`config.mk`:
```
export PLATFORM = sky130hd
export DESIGN_NAME = ext_unit_pipe_flat
export DESIGN_NICKNAME = d
export VERILOG_FILES = /design/src/rtl/ext_unit_pipe_if.sv /design/src/rtl/ext_unit_pipe.sv /design/src/flat_wrapper.sv
export SDC_FILE = /design/constraint.sdc
export NUM_CORES = 1
export LEC_CHECK = 0
export CAP_MARGIN = 20
export CORE_ASPECT_RATIO = 1.2
export CORE_MARGIN = 2
export CORE_UTILIZATION = 46
export DETAILED_ROUTE_END_ITERATION = 12
export GPL_TIMING_DRIVEN = 0
export PLACE_DENSITY = 0.85
export SETUP_SLACK_MARGIN = 0.1
export SYNTH_ARGS = -nofsm -noshare
export SYNTH_HDL_FRONTEND = slang
export SYNTH_SLANG_ARGS = --single-unit
```
`constraint.sdc`:
```
create_clock -name clk -period 3.13 [get_ports clk]
set_input_delay 0.7825 -clock clk [delete_from_list [all_inputs] [get_ports clk]]
set_output_delay 0.7825 -clock clk [all_outputs]
set_load 0.02 [all_outputs]
```
`src/rtl/ext_unit_pipe_if.sv`:
```
// +-----------------------------------------------------------------------------+
// | Module   : ext_unit_pipe_if                                                 |
// | Brief    : Handshake bundle between decode, the extender and execute.       |
// | Revision : 1.0                                                              |
// +-----------------------------------------------------------------------------+
`default_nettype none

interface ext_unit_pipe_if #(
    parameter int IN_W  = 5,
    parameter int OUT_W = 32
);
    logic             in_valid;
    logic             in_ready;
    logic [IN_W-1:0]  in_data;
    logic [1:0]       in_mode;
    logic             out_valid;
    logic             out_ready;
    logic [OUT_W-1:0] out_data;
    logic [15:0]      stat_count;

    // Producer/consumer side
    modport master (
        output in_valid, in_data, in_mode, out_ready,
        input  in_ready, out_valid, out_data, stat_count
    );

    // Extender side
    modport slave (
        input  in_valid, in_data, in_mode, out_ready,
        output in_ready, out_valid, out_data, stat_count
    );
endinterface

`default_nettype wire

```
`src/rtl/ext_unit_pipe.sv`:
```
// +-----------------------------------------------------------------------------+
// | Module   : ext_unit_pipe                                                    |
// | Brief    : Registered zero/sign/upper/branch-offset extender behind a       |
// |            2-entry skid buffer. Optional counter: define EXT_STATS_EN.      |
// | Revision : 1.0                                                              |
// +-----------------------------------------------------------------------------+
`default_nettype none

module ext_unit_pipe #(
    parameter int IN_W  = 5,
    parameter int OUT_W = 32
) (
    input  wire logic          clk,
    input  wire logic          rst_n,
    ext_unit_pipe_if.slave     bus
);
    localparam int c_pad = OUT_W - IN_W;

    logic [OUT_W-1:0] w_sext;
    logic [OUT_W-1:0] w_ext;
    logic             w_push;
    logic             w_pop;

    logic [1:0]       r_count;
    logic [OUT_W-1:0] r_ent0;
    logic [OUT_W-1:0] r_ent1;

    assign w_sext = {{c_pad{bus.in_data[IN_W-1]}}, bus.in_data};

    always_comb begin
        w_ext = '0;
        case (bus.in_mode)
            2'b00:   w_ext = {{c_pad{1'b0}}, bus.in_data};
            2'b01:   w_ext = w_sext;
            2'b10:   w_ext = {bus.in_data, {c_pad{1'b0}}};
            default: w_ext = {w_sext[OUT_W-3:0], 2'b00};
        endcase
    end

    assign bus.in_ready  = (r_count != 2'd2);
    assign bus.out_valid = (r_count != 2'd0);
    assign bus.out_data  = r_ent0;

    assign w_push = bus.in_valid & bus.in_ready;
    assign w_pop  = bus.out_valid & bus.out_ready;

    // r_ent0 is always the head; r_ent1 only ever holds the second entry.
    always_ff @(posedge clk) begin
        if (!rst_n) begin
            r_count <= 2'd0;
            r_ent0  <= '0;
            r_ent1  <= '0;
        end else begin
            case ({w_push, w_pop})
                2'b10:   r_count <= r_count + 2'd1;
                2'b01:   r_count <= r_count - 2'd1;
                default: r_count <= r_count;
            endcase

            if (w_push && ((r_count == 2'd0) || w_pop)) begin
                r_ent0 <= w_ext;
            end else if (w_push) begin
                r_ent1 <= w_ext;
            end else if (w_pop && (r_count == 2'd2)) begin
                r_ent0 <= r_ent1;
            end
        end
    end

`ifdef EXT_STATS_EN
    logic [15:0] r_stat;

    always_ff @(posedge clk) begin
        if (!rst_n) begin
            r_stat <= 16'h0000;
        end else if (w_push && (r_stat != 16'hFFFF)) begin
            r_stat <= r_stat + 16'h0001;
        end
    end

    assign bus.stat_count = r_stat;
`else
    assign bus.stat_count = 16'h0000;
`endif

endmodule

`default_nettype wire

```
`src/flat_wrapper.sv`:
```
// flat-port wrapper written by rule: the top's interface ports become plain ports
module ext_unit_pipe_flat 
#(
    parameter int IN_W  = 5,
    parameter int OUT_W = 32
)
  (clk, rst_n, bus_in_valid, bus_in_data, bus_in_mode, bus_out_ready, bus_in_ready, bus_out_valid, bus_out_data, bus_stat_count);
  ext_unit_pipe_if #(.IN_W(IN_W), .OUT_W(OUT_W)) bus_i ();
  input  wire logic clk;
  input  wire logic rst_n;
  input wire logic [$bits(bus_i.in_valid)-1:0] bus_in_valid;
  input wire logic [$bits(bus_i.in_data)-1:0] bus_in_data;
  input wire logic [$bits(bus_i.in_mode)-1:0] bus_in_mode;
  input wire logic [$bits(bus_i.out_ready)-1:0] bus_out_ready;
  output wire logic [$bits(bus_i.in_ready)-1:0] bus_in_ready;
  output wire logic [$bits(bus_i.out_valid)-1:0] bus_out_valid;
  output wire logic [$bits(bus_i.out_data)-1:0] bus_out_data;
  output wire logic [$bits(bus_i.stat_count)-1:0] bus_stat_count;
  assign bus_i.in_valid = bus_in_valid;
  assign bus_i.in_data = bus_in_data;
  assign bus_i.in_mode = bus_in_mode;
  assign bus_i.out_ready = bus_out_ready;
  assign bus_in_ready = bus_i.in_ready;
  assign bus_out_valid = bus_i.out_valid;
  assign bus_out_data = bus_i.out_data;
  assign bus_stat_count = bus_i.stat_count;
  ext_unit_pipe #(.IN_W(IN_W), .OUT_W(OUT_W)) u_core (.clk(clk), .rst_n(rst_n), .bus(bus_i));
endmodule
```
# After elaboration in Yosys (flattened, before gate mapping)
# Index checks and enable logic that the tools add are counted.
# op_classes
add_sub_neg,2
muxes,5
n_reduce_logical,10
bitwise,3
div,0
n_lt_le_gt_ge,0
eq_ne,7
shift,0
multipliers,0
# ops
op,n
$mux W32,3
$pmux W32 S3,1
$eq A2 B2 Y1 const B,3
$reduce_bool A2 Y1,3
$eq A2 B1 Y1 const B,2
$logic_not A2 Y1,2
$ne A2 B2 Y1 const B,2
$pmux W2 S2,1
$reduce_and A2 Y1,2
$add A2 B1 Y2 const B,1
$and A1 B1 Y1,2
$logic_and A1 B1 Y1,2
$sub A2 B1 Y2 const B,1
$logic_or A1 B1 Y1,1
$not A1 Y1,1
# word_totals
word_cells,30
mem_count,0
inputBits,11
latchBits,0
ramBits,0
ff_bits,66
output_inout_bits,50
mem_bits_ro,0

# Longest topological paths before layout
# Gate-level depths: netlist of the first run.
# depth
ltp_word,6
mapped_depth,7

# Least setup slack after synthesis of the first run
# OpenSTA, ideal clock, no wires.
# synth_path
kind,input -> register
startpoint,in bus_out_ready
endpoint,reg u_core.r_count[1]
t_required_ps,3054
stages,4
arrival_ps,1711
path_slack_ps,1344
path_buffers,0
setup_time_ps,76
path_cell_list,and2_1 -> ha_1 -> or3_1 -> a21boi_0
# synth_between
elab_chain_cells,3
# synth_rtl
element,line,rtl
from (decl),flat_wrapper.sv:14,input wire logic [$bits(bus_i.out_ready)-1:0] bus_out_ready;
$and A1 B1 Y1 (*),ext_unit_pipe.sv:45,assign w_pop = bus.out_valid & bus.out_ready;
$eq A2 B1 Y1 / $eq A2 B2 Y1 (equally long branches),ext_unit_pipe.sv:54,"case ({w_push, w_pop})"
$pmux W2 S2 / $reduce_bool A2 Y1 (equally long branches),--,
to (signal assigned),ext_unit_pipe.sv:55,2'b10: r_count <= r_count + 2'd1;
to (signal assigned),ext_unit_pipe.sv:56,2'b01: r_count <= r_count - 2'd1;
to (signal assigned),ext_unit_pipe.sv:57,default: r_count <= r_count;
to (decl),ext_unit_pipe.sv:24,logic [1:0] r_count;
# Mark *: on every way between the ends. The rest lies on a longest branch, timed or not.
# A chain may end at the register's enable or synchronous reset.

==> results of run 1 <==
==> layer usage <==
layer / wire [um] / vias to the layer above / track usage / part of all wire
met5: 0 / - / 0 / 0
met4: 95 / 0 / 0.09524 / 0.029
met3: 189 / 9 / 0.01748 / 0.058
met2: 1589 / 61 / 0.3206 / 0.49
met1: 1365 / 600 / 0.1995 / 0.42
li1: - / 693 / - / -
==> worst max-delay path by stage <==
stage,start,end,cells past startpoint
after global placement,bus_out_ready,u_core.r_count[1]$_SDFFE_PN0P_,5
after detailed placement,bus_out_ready,u_core.r_count[1]$_SDFFE_PN0P_,5
after floorplan,bus_out_ready,u_core.r_count[1]$_SDFFE_PN0P_,4
final,u_core.bus.out_data[26]$_SDFFE_PN0P_,bus_out_data[12],2
after global routing,u_core.bus.out_data[26]$_SDFFE_PN0P_,bus_out_data[18],2
after CTS,u_core.bus.out_data[26]$_SDFFE_PN0P_,bus_out_data[12],2
==> kinds of logic after synthesis <==
kind of cell | share of synthesized area
AND/OR/NAND/NOR | 0.1548
buffers and inverters | 0.2188
AO/OA/AOI/OAI | 0.1980
flip-flops | 0.3461
multiplexers | 0.05990
XOR/XNOR | 0.01165
adder cells (fa/ha/maj) | 0.008318
other | 0.002493
==> power breakdown <==
| part | internal [mW] | switching (mW) | leakage [nW] |
|---|---|---|---|
| clock | 0.0713 | 0.0991 | 0.0210 |
| sequential | 0.392 | 0.0455 | 0.212 |
| combinational | 0.436 | 0.409 | 0.698 |
| total | 0.899 | 0.554 | 0.931 |
==> Yosys cell counts (2+ instances only) <==
master	number	area (um2)
inv_1	2	7.510
nand3_1	4	20.02
buf_2	2	10.01
dfxtp_1	26	520.5
o22ai_1	11	68.82
nor2b_1	3	18.77
nand2b_1	2	12.51
a21boi_0	13	97.59
xnor2_1	2	17.52
nand2_1	35	131.4
buf_4	36	270.3
o21ai_0	8	40.04
clkbuf_1	5	18.77
a21oi_1	5	25.02
and2_1	3	18.77
a21o_1	4	30.03
mux2i_1	9	90.09
buf_6	2	22.52
==> per-stage QoR <==
step,cells,utilization
after floorplan,197,-
after global placement,277,0.6636
after detailed placement,277,0.6636
after CTS,281,0.6753
after global routing,281,0.6753
final,281,0.6753
==> cells in the final DEF (no fill, tap or decap), drive strengths merged <==
master / count
conb: 16
o22ai: 11
a21oi: 5
nand3b: 1
and3b: 1
a21boi: 13
or3: 1
xnor2: 2
o21ai: 9
nand3: 4
buf: 40
clkdlybuf4s50: 44
a21o: 4
nand2: 35
dfxtp: 26
mux2i: 9
ha: 1
a21bo: 1
nor2b: 3
clkbuf: 9
or2: 1
inv: 2
o21a: 1
nand2b: 2
and2: 3
o211a: 1
==> state kept, by name, indices dropped and copies added, names as in the netlist <==
| signal | cells |
|---|---|
| u_core.bus.out_data | 12 |
| u_core.r_count | 2 |
| u_core.r_ent1 | 12 |
==> worst max-delay path: cells and delay by family, from the launching register on <==
family | cells | cell delay [ns]
buffers and inverters | 2 | 0.82
DFF | 1 | 0.77
==> area by class of cell <==
cell class / count / area share
multi-input cells: 124 / 0.3413
flip-flops and latches: 26 / 0.2500
repair buffers: 44 / 0.2115
plain buffers: 45 / 0.1544
well taps: 36 / 0.02163
clock buffers: 4 / 0.01743
inverters: 2 / 0.003606
==> metrics list, run 1 <==
- Result of the run: finished, final reports clean
- Synthesis produced 182 cells.
* Detailed-router iteration count before antenna repair: 4
- Kind of capture point of the worst setup path: output port
- For this run the aggregate overflow at the end of global routing stands at 0.
* CTS tree: done
- Data required time of the worst path: roughly 2.4 ns
- In the final routed layout, each cell accounts on average for 11.53 um.
- In the final layout, the share of cells above drive strength 1 is 0.1878.
- The number of clock buffers added by TritonCTS is 3.
- Counting the fill cells in the layout gives 278.
- The placed instances occupy a cell area of slightly above 2000 um2.
- DP Wirelength: 2466 um
- Entering global routing, the biggest net connects 23 pins.
- Final count of hold timing violations: 0
- Synth Cell Area: about 1500 um2
- Yosys mapped the design onto 28 distinct sky130hd cell types.
* Worst Hold Slack: between 0.4 and 0.5 ns
- After synthesis the netlist holds a flip-flop and latch count of 26.
- Standard-cell rows: 22
- Worst path cell trace: buf_4 -> clkdlybuf4s50_1
* Path class of the lowest-slack min-delay path: reg2reg
- Worst hold path depth: 2
- Power, Total: 1.453 mW
- The area growth from synthesis to layout is 38.44%.
- On the worst path, the slowest cell contributes a delay of 0.77 ns.
- The startpoint identified for the worst register-to-register timing path is u_core.r_count[0]$_SDFFE_PN0P_.
* Part of the Yosys area used for sequential elements: 0.3461
- CTS saw 26 sinks.
- Final cycle utilization of the critical path: 0.8631
- FMAX: 0.3702 GHz
- Final Cell Area: approximately 2100 um2
* Number of antenna violations at the first check in global routing: 0
- Measured along the x axis, the die boundary spans 56.20 um.
- Setup violations remaining at the end of the flow were counted as 0.
- For the pin with the worst max-slew slack, the measured transition is 0.6597 ns.
- STA classifies the critical path startpoint as a flip-flop.
* Net count, final: 258
- Drt first-iter violations: 34
* Final max-slew violation count: 0
- The repair_antennas step left the layout with diodes totalling 0.
* Deepest clock path buffer count: 2
- Setup fix buffers added after clock tree synthesis: 0
- Post-synth ARST share: 0
* Number of violations of the max-capacitance limit: 0
* Worst reg-to-reg path cell count: 6
- The count of nets left with antenna violations once routing finished came out at 0.
* Sequential standard cell area: between 500 and 600 um2
- Using the TritonRoute via totals, the vias-per-cell ratio works out to a little under 5.
- Yosys printed 0 warnings.
* Dominant register cell in the synthesized netlist: dfxtp_1
* Root buffer selected by CTS: clkbuf_4
* Num ports: 61
- In the global route stage, overall resource usage came out at 0.1753.
- FF-to-FF End: u_core.r_count[1]$_SDFFE_PN0P_
- Pwr per Cell Area: around 700 nW/um2
- The largest individual stage delay along the critical path comes from the cell dfxtp_1.
* Worst Hold End: u_core.r_ent1[29]$_SDFFE_PN0P_
- The first global-routing pass estimated 5250 um of wire.
* Combined area of the multi-input logic cells: slightly above 700 um2
- From bottom edge to top edge, the die measures around 67 um.
- Routability-driven placement finished with a final weighted congestion of roughly 0.82.
- In this run, synthesis inferred 0 flip-flops with an integrated enable.
* Count of vias placed by the detailed router: 1363
- Synthesized area per cell: 8.263 um2
* Total Die Area: 3745 um2
- Largest fanout of any net on the critical path: 22
- The initial utilization of the core area, before any placement, comes to 0.4878.
- Shortest period the worst path allows: 2.701 ns
- Summed over all cells, the static leakage comes to 0.9309 nW.
* Number of remaining DRC errors: 0
- Buffers placed on the I/O ports in this run total 44.
- Clock-pin slew was measured on the worst setup and hold paths at 0.13 ns.
- Rel. slew slack: 0.5596
* Core ar.: 3083 um2
- Buffers inserted to repair hold after CTS numbered 0.
* Total Wirelength: between 3000 and 4000 um
* Register-to-register path setup slack: 1.35 ns
* Worst vdd rail ir drop: 0.4385 mV
- Once routing completed, OpenROAD measured the worst setup slack at 0.4286 ns.
- Insertion delay of the later-clocked pin in the worst-skew pair: 0.33 ns
- Worst EP arrival: 1.92 ns
- The number of global-route vias before repair came to 1175.
* Total negative slack: 0 ns
- Min-delay src: u_core.r_ent1[29]$_SDFFE_PN0P_
- After clock tree synthesis, the repair step resized 0 gates.
- H-Tree Level Count: 1
- Worst setup slack before clock tree synthesis: 0.7671 ns
* Unrepaired setup endpoints after global routing: no
- Worst clock skew: 0.001461 ns
- Critical setup path kind: reg2out
Power figures use the tool's default switching activity.
==> run 2, diff against run 1 <==
Settings changed: CORE_UTILIZATION 46 to 66, DONT_BUFFER_PORTS from default to 1, PLACE_DENSITY 0.85 to 0.82.
==> metrics list, run 2 (synthesis results as in run 1) <==
* Deepest clock path buffer count: 2
- Across all setup checks in the final design, the least slack found is 0.9221 ns.
* Setup crit start: u_core.bus.out_data[26]$_SDFFE_PN0P_
* Drt first-iter violations: 29
- Number of buffer cells added on primary ports: 0
* Largest net degree at the start of global routing: 23
- At the worst endpoint, the arrival time is 1.43 ns.
* Core ar.: 2117 um2
* Number of global-route vias before repair: 1140
- The cell sitting at the root of the clock tree is a clkbuf_4.
- Across every metal layer, demand over resource in global routing totals 0.2384.
- The final count of hold timing violations was 0.
- Inserted Clock Buffers: 3
* Critical setup path kind: reg2out
* Final max-slew violation count: 0
* Syn-to-layout area delta: 8.652%
* Worst Max-Slew Pin Slew: 0.7637 ns
- Final count of negative-setup-slack endpoints: 0
- Top library cells by usage in the layout, fill and taps aside: buf_4, nand2_1, dfxtp_1
* Net count, final: 214
- Placer congestion estimate: 0.8252
* Ratio of cells with drive above 1 in the final layout: 0.2289
* Kind of capture point of the worst setup path: output port
- Across all register-to-register paths, the minimum setup slack is 1.24 ns.
* Clock-pin slew of the registers on the worst-case setup and hold paths: between 0.1 and 0.15 ns
* Number of antenna violations at the first check in global routing: 0
* Standard-cell rows: 18
* Number of remaining DRC errors: 0
- Clock tree synthesis found a total of 26 sinks.
- In the global route stage, met2 resource usage came out at 0.4151.
- Worst path cell trace: buf_4
* Insertion delay of the later-clocked pin in the worst-skew pair: between 0.3 and 0.4 ns
- The initial utilization of the core area, before any placement, comes to 0.7104.
- Layer with the highest usage: met2
- Post-cts hold buffer count: 0
- In this run, placement finished with an instance count of 227.
* FF-to-FF End: u_core.r_count[1]$_SDFFE_PN0P_
* Die boundary width: roughly 48 um
* Num ports: 61
- For met1 alone, demand over resource in global routing was 0.2790.
- Unrepaired setup endpoints after global routing: no
- Leak pwr: 0.7700 nW
- Leaving out fill and tap cells, the most frequent cell in the layout is buf_4.
* Die outline height: 56.29 um
- The critical path ends at bus_out_data[24].
- Total Die Area: 2678 um2
* Detailed-router iteration count before antenna repair: 4
- Worst reg-to-reg path cell count: 6
- Headroom to the max-slew limit came out at 0.4902.
- Count of vias placed by the detailed router: about 1200
* Number of violations of the max-capacitance limit: 0
* Antenna diodes: 0
- For this block, the routed nets add up to 3103 um of wire.
- IR analysis of the VDD net gives a maximum drop of about 0.56 mV.
- With fillers left out, the area of the finished cells amounts to 1634 um2.
- Largest fanout of any net on the critical path: 22
- The largest single stage delay on the critical path is 0.84 ns.
- Final cycle utilization of the critical path: 0.7054
- In the final timing run, aggregate negative setup slack is 0 ns.
* Overflow left after global routing: 0
- Detail-routed via count per cell: 5.364
- Crit-path leading delay family: flip-flops
- Derived from the worst setup path, the maximum achievable clock frequency is 0.4529 GHz.
* H-Tree Level Count: 1
- Pwr per Cell Area: approximately 750 nW/um2
* Buffer and inverter count on the worst path: 1
* Setup fix buffers added after clock tree synthesis: 0
- Sort of element at the start of the critical path: flip-flop
* Crit Reg-Reg Startpoint: u_core.r_count[0]$_SDFFE_PN0P_
* Result of the run: finished, final reports clean
- For the worst setup path, the data required time is 2.35 ns.
* Quantity of gates resized following cts: 0
- For met3 alone, demand over resource in global routing was 0.05145.
- CTS tree: done
- Once detailed placement completed, the half-perimeter wirelength came to 2265 um.
- Post-Layout Cell Count: 231
* Worst clock skew: between 0.001 and 0.0015 ns
- In this run the number of cells on the critical path is 1.
- Slowest-stage cell, CP: dfxtp_1
* Total placed instance area: about 1600 um2
- Dividing the detail-routed wire length by the instance count gives 13.43 um.
- In this run the worst hold path is classified as reg2reg.
* Antenna Nets Post-Route: 0
- Prior to clock tree synthesis, the placed netlist has a worst setup slack of 1.264 ns.
* Global-route wire length before repair: 4823 um
- Shortest period the worst path allows: 2.208 ns
## run 2: layout make-up
| type | count | area (um2) |
|---|---|---|
| Tap cell | 30 | 37.54 |
| Multi-Input combinational cell | 124 | 710.7 |
| Clock buffer | 4 | 36.28 |
| Sequential cell | 26 | 520.5 |
| Buffer | 45 | 321.6 |
| Inverter | 2 | 7.507 |
| Fill cell | 176 | 483.0 |
## run 2: power breakdown
part	leakage [nW]	switching, mW	internal [mW]	total (mW)
Combinational	0.537	0.323	0.244	0.567
Sequential	0.212	0.101	0.392	0.493
Clock	0.0210	0.0948	0.0710	0.166
Total	0.770	0.519	0.707	1.23
## run 2: layer usage
metal	routed length, um	share of wire
met1	1145	0.37
met2	1569	0.51
met3	354	0.11
met4	33	0.011
met5	0	0
## run 2: worst min path at each step
| stage | start | to | cells past startpoint |
|---|---|---|---|
| final | u_core.r_ent1[0]$_SDFFE_PN0P_ | u_core.r_ent1[0]$_SDFFE_PN0P_ | 2 |
| after global routing | u_core.r_ent1[3]$_SDFFE_PN0P_ | u_core.r_ent1[3]$_SDFFE_PN0P_ | 2 |
| after CTS | u_core.r_ent1[0]$_SDFFE_PN0P_ | u_core.r_ent1[0]$_SDFFE_PN0P_ | 2 |
| after detailed placement | u_core.r_ent1[0]$_SDFFE_PN0P_ | u_core.r_ent1[0]$_SDFFE_PN0P_ | 2 |
| after global placement | u_core.r_ent1[2]$_SDFFE_PN0P_ | u_core.r_ent1[2]$_SDFFE_PN0P_ | 2 |
| after floorplan | u_core.r_ent1[0]$_SDFFE_PN0P_ | u_core.r_ent1[0]$_SDFFE_PN0P_ | 2 |
## run 2: per-stage QoR
| step | hold WS, ns | total power, mW | util |
|---|---|---|---|
| floorplan | 0.4431 | 0.9861 | - |
| global placement | 0.4497 | 1.047 | 0.7547 |
| detailed placement | 0.4584 | 1.065 | 0.7547 |
| CTS | 0.4766 | 1.230 | 0.7719 |
| global route | 0.5006 | 1.296 | 0.7719 |
| finish | 0.4756 | 1.226 | 0.7719 |
==> run 3, diff against run 2 <==
Settings changed: CORE_UTILIZATION 66 to 56, PLACE_DENSITY 0.82 to 0.74.
Clock period 3.13 ns to 2 ns, I/O delays scaled along.
==> metrics list, run 3 (synthesis results as in run 1) <==
- Number of violations of the max-capacitance limit: 0
- The slowest stage of the critical path belongs to the cell or3_1.
- Summed over all cells, the static leakage comes to 0.7783 nW.
- STA puts the critical path data required time at 2.27 ns.
- Summing all placed instances gives a cell area of 1602 um2.
* Antenna diodes: 0
- The flow ran to the end, and the final reports show no timing, DRC or antenna violations.
* Detailed-router iteration count before antenna repair: 4
- FMAX: 0.5504 GHz
- For this configuration, the core starts out at a cell density of 0.5892.
- Final max-slew violation count: 0
- Buffer and inverter count on the worst path: 1
- For flop-to-flop paths, the worst setup slack is 0.18 ns.
- Standard-cell rows: 20
- Data arrives at the worst endpoint at 2.09 ns.
* Worst vdd rail ir drop: 0.7907 mV
- The library cell used most frequently in the layout, excluding fill and tap cells, is buf_4.
- In this run the remaining antenna-violating nets after routing total 0.
* Root buffer selected by CTS: clkbuf_4
- The worst hold path terminates at u_core.r_ent1[2]$_SDFFE_PN0P_.
* Insertion delay of the later-clocked pin in the worst-skew pair: about 0.33 ns
- In this run the horizontal extent of the chip is approximately 51 um.
* Final count of hold timing violations: 0
- At the end of the flow, the number of nets in the layout was 214.
- Inserted Clock Buffers: 3
- Die outline height: just over 60 um
- Of the total power, the share spent switching nets is 0.4024.
- The detailed router placed 1194 vias in this run.
- Counting along the longest clock path gives a buffer depth of 2.
- Final Cell Area: 1658 um2
- The number of antenna violations at the first check in global routing is 0.
- Num ports: 61
- Crit-path leading delay family: simple AND/OR/NAND/NOR gates
- Total negative slack: 0 ns
* Post-cts hold buffer count: 0
- The critical path crosses 6 cells after its start point.
* Switch Pwr: 0.8097 mW
- Largest fanout of any net on the critical path: 8
- STA classifies the critical path startpoint as a flip-flop.
- Overflow left after global routing: 0
- Across every metal layer, demand over resource in global routing totals 0.2014.
- Final cycle utilization of the critical path: 0.9085
- Path class of the lowest-slack min-delay path: in2reg
* Total Die Area: 3118 um2
- Slowest cell delay on critical path: 0.38 ns
- Clock-pin slew of the registers on the worst-case setup and hold paths: 0.14 ns
- In the routed design, unresolved DRC markers number 0.
- Worst reg-to-reg path cell count: 6
- The worst register-to-register path ends at u_core.r_count[1]$_SDFFE_PN0P_.
- Largest net degree at the start of global routing: 23
- Number of global-route vias before repair: roughly 1100
- Worst hold path depth: 1
- Detail-routed via count per cell: 5.103
* Clock power share: 0.177
- Placer congestion estimate: 0.8996
* Kind of capture point of the worst setup path: flip-flop
- In the final layout, the share of cells above drive strength 1 is 0.2388.
- The signal on the critical path passes through buf_6 -> or2_4 -> and2_1 -> ha_1 -> or3_1 -> a21boi_1.
* Share of power burned in combinational logic: 0.439
* H-Tree Level Count: 1
- Hold timing on the final database bottoms out at a slack of 0.2970 ns.
- On the final layout, the worst clock skew is 0.01479 ns.
- Number of buffer cells added on primary ports: 0
* Critical setup path kind: reg2reg
- Drt first-iter violations: 14
- The clock net in this run drives a total of 26 sinks.
- After layout, the minimum clock period comes to 1.817 ns.
- Part of the total power dissipated in sequential elements: 0.383
- The HPWL after detailed placement is 2237 um.
- Routed wirelength normalized by instance count: ~13 um
- Pwr per Cell Area: 1214 nW/um2
- Crit Reg-Reg Startpoint: u_core.r_count[0]$_SDFFE_PN0P_
* Syn-to-layout area delta: 10.23%
- Setup violations remaining at the end of the flow were counted as 0.
* Unrepaired setup endpoints after global routing: no
- Top library cells by usage in the layout, fill and taps aside: buf_4, nand2_1, dfxtp_1
- Buffers added to address setup during post-CTS repair amount to 0.
* Global-route wire length before repair: 4685 um
* Min-delay src: rst_n
- Summed over all layers, the routed wires come to 2986 um.
- CTS tree: done
* Core ar.: between 2000 and 3000 um2
* Total internal power: around 1.2 mW
- Gates resized during post-CTS repair numbered 1.
run 3: cell types whose count changed in the layout (fill, tap and decap cells not counted), sizes merged:
cell	delta
clkbuf	-1
bufinv	+1
run 3: worst max path at each step:
stage	end	slack [ns]	startpoint
global placement	u_core.r_count[1]$_SDFFE_PN0P_	0.21	u_core.r_count[0]$_SDFFE_PN0P_
detailed placement	u_core.r_count[1]$_SDFFE_PN0P_	0.15	u_core.r_count[0]$_SDFFE_PN0P_
CTS	u_core.r_count[1]$_SDFFE_PN0P_	0.11	u_core.r_count[0]$_SDFFE_PN0P_
finish	u_core.r_count[1]$_SDFFE_PN0P_	0.18	u_core.r_count[0]$_SDFFE_PN0P_
global route	u_core.r_count[1]$_SDFFE_PN0P_	0.10	u_core.r_count[0]$_SDFFE_PN0P_
floorplan	u_core.r_count[1]$_SDFFE_PN0P_	0.26	u_core.r_count[0]$_SDFFE_PN0P_
run 3: final cells by class:
cell class | count | area (um2)
plain buffers | 45 | 321.6
multi-input cells | 124 | 713.2
fillers | 244 | 894.6
clock inverters | 1 | 30.03
clock buffers | 3 | 22.52
well taps | 33 | 41.29
inverters | 2 | 7.507
flip-flops and latches | 26 | 521.8
run 3: metrics by stage:
| step | power (mW) | utilization | setup slack (ns) | cells |
|---|---|---|---|---|
| finish | 2.012 | 0.6495 | 0.1830 | 234 |
| floorplan | 1.543 | - | 0.2627 | 197 |
| global placement | 1.644 | 0.6275 | 0.2132 | 230 |
| CTS | 2.021 | 0.6485 | 0.1087 | 234 |
| detailed placement | 1.665 | 0.6275 | 0.1450 | 230 |
| global route | 2.125 | 0.6495 | 0.1033 | 234 |
run 3: routing by layer:
metal  vias to the layer above  routed length (um)  GRT usage
met1                       545                1170     0.2120
met4                         0                  53     0.1015
met2                        46                1523     0.3878
met3                         4                 240    0.03202
li1                        599                   -          -
met5                         -                   0          0
run 3: power by group through the flow:
| stage | combinational, mW | sequential, mW | clock [mW] |
|---|---|---|---|
| floorplan | 0.777 | 0.766 | 0 |
| global placement | 0.864 | 0.779 | 0 |
| detailed placement | 0.881 | 0.784 | 0 |
| CTS | 0.883 | 0.773 | 0.365 |
| global route | 0.956 | 0.790 | 0.379 |
| finish | 0.884 | 0.771 | 0.356 |
run 3: worst reg2reg max path: stages (launching register included):
cell,delay [ns]
dfxtp_1,0.33
buf_6,0.13
or2_4,0.29
and2_1,0.17
ha_1,0.33
or3_1,0.38
a21boi_1,0.14
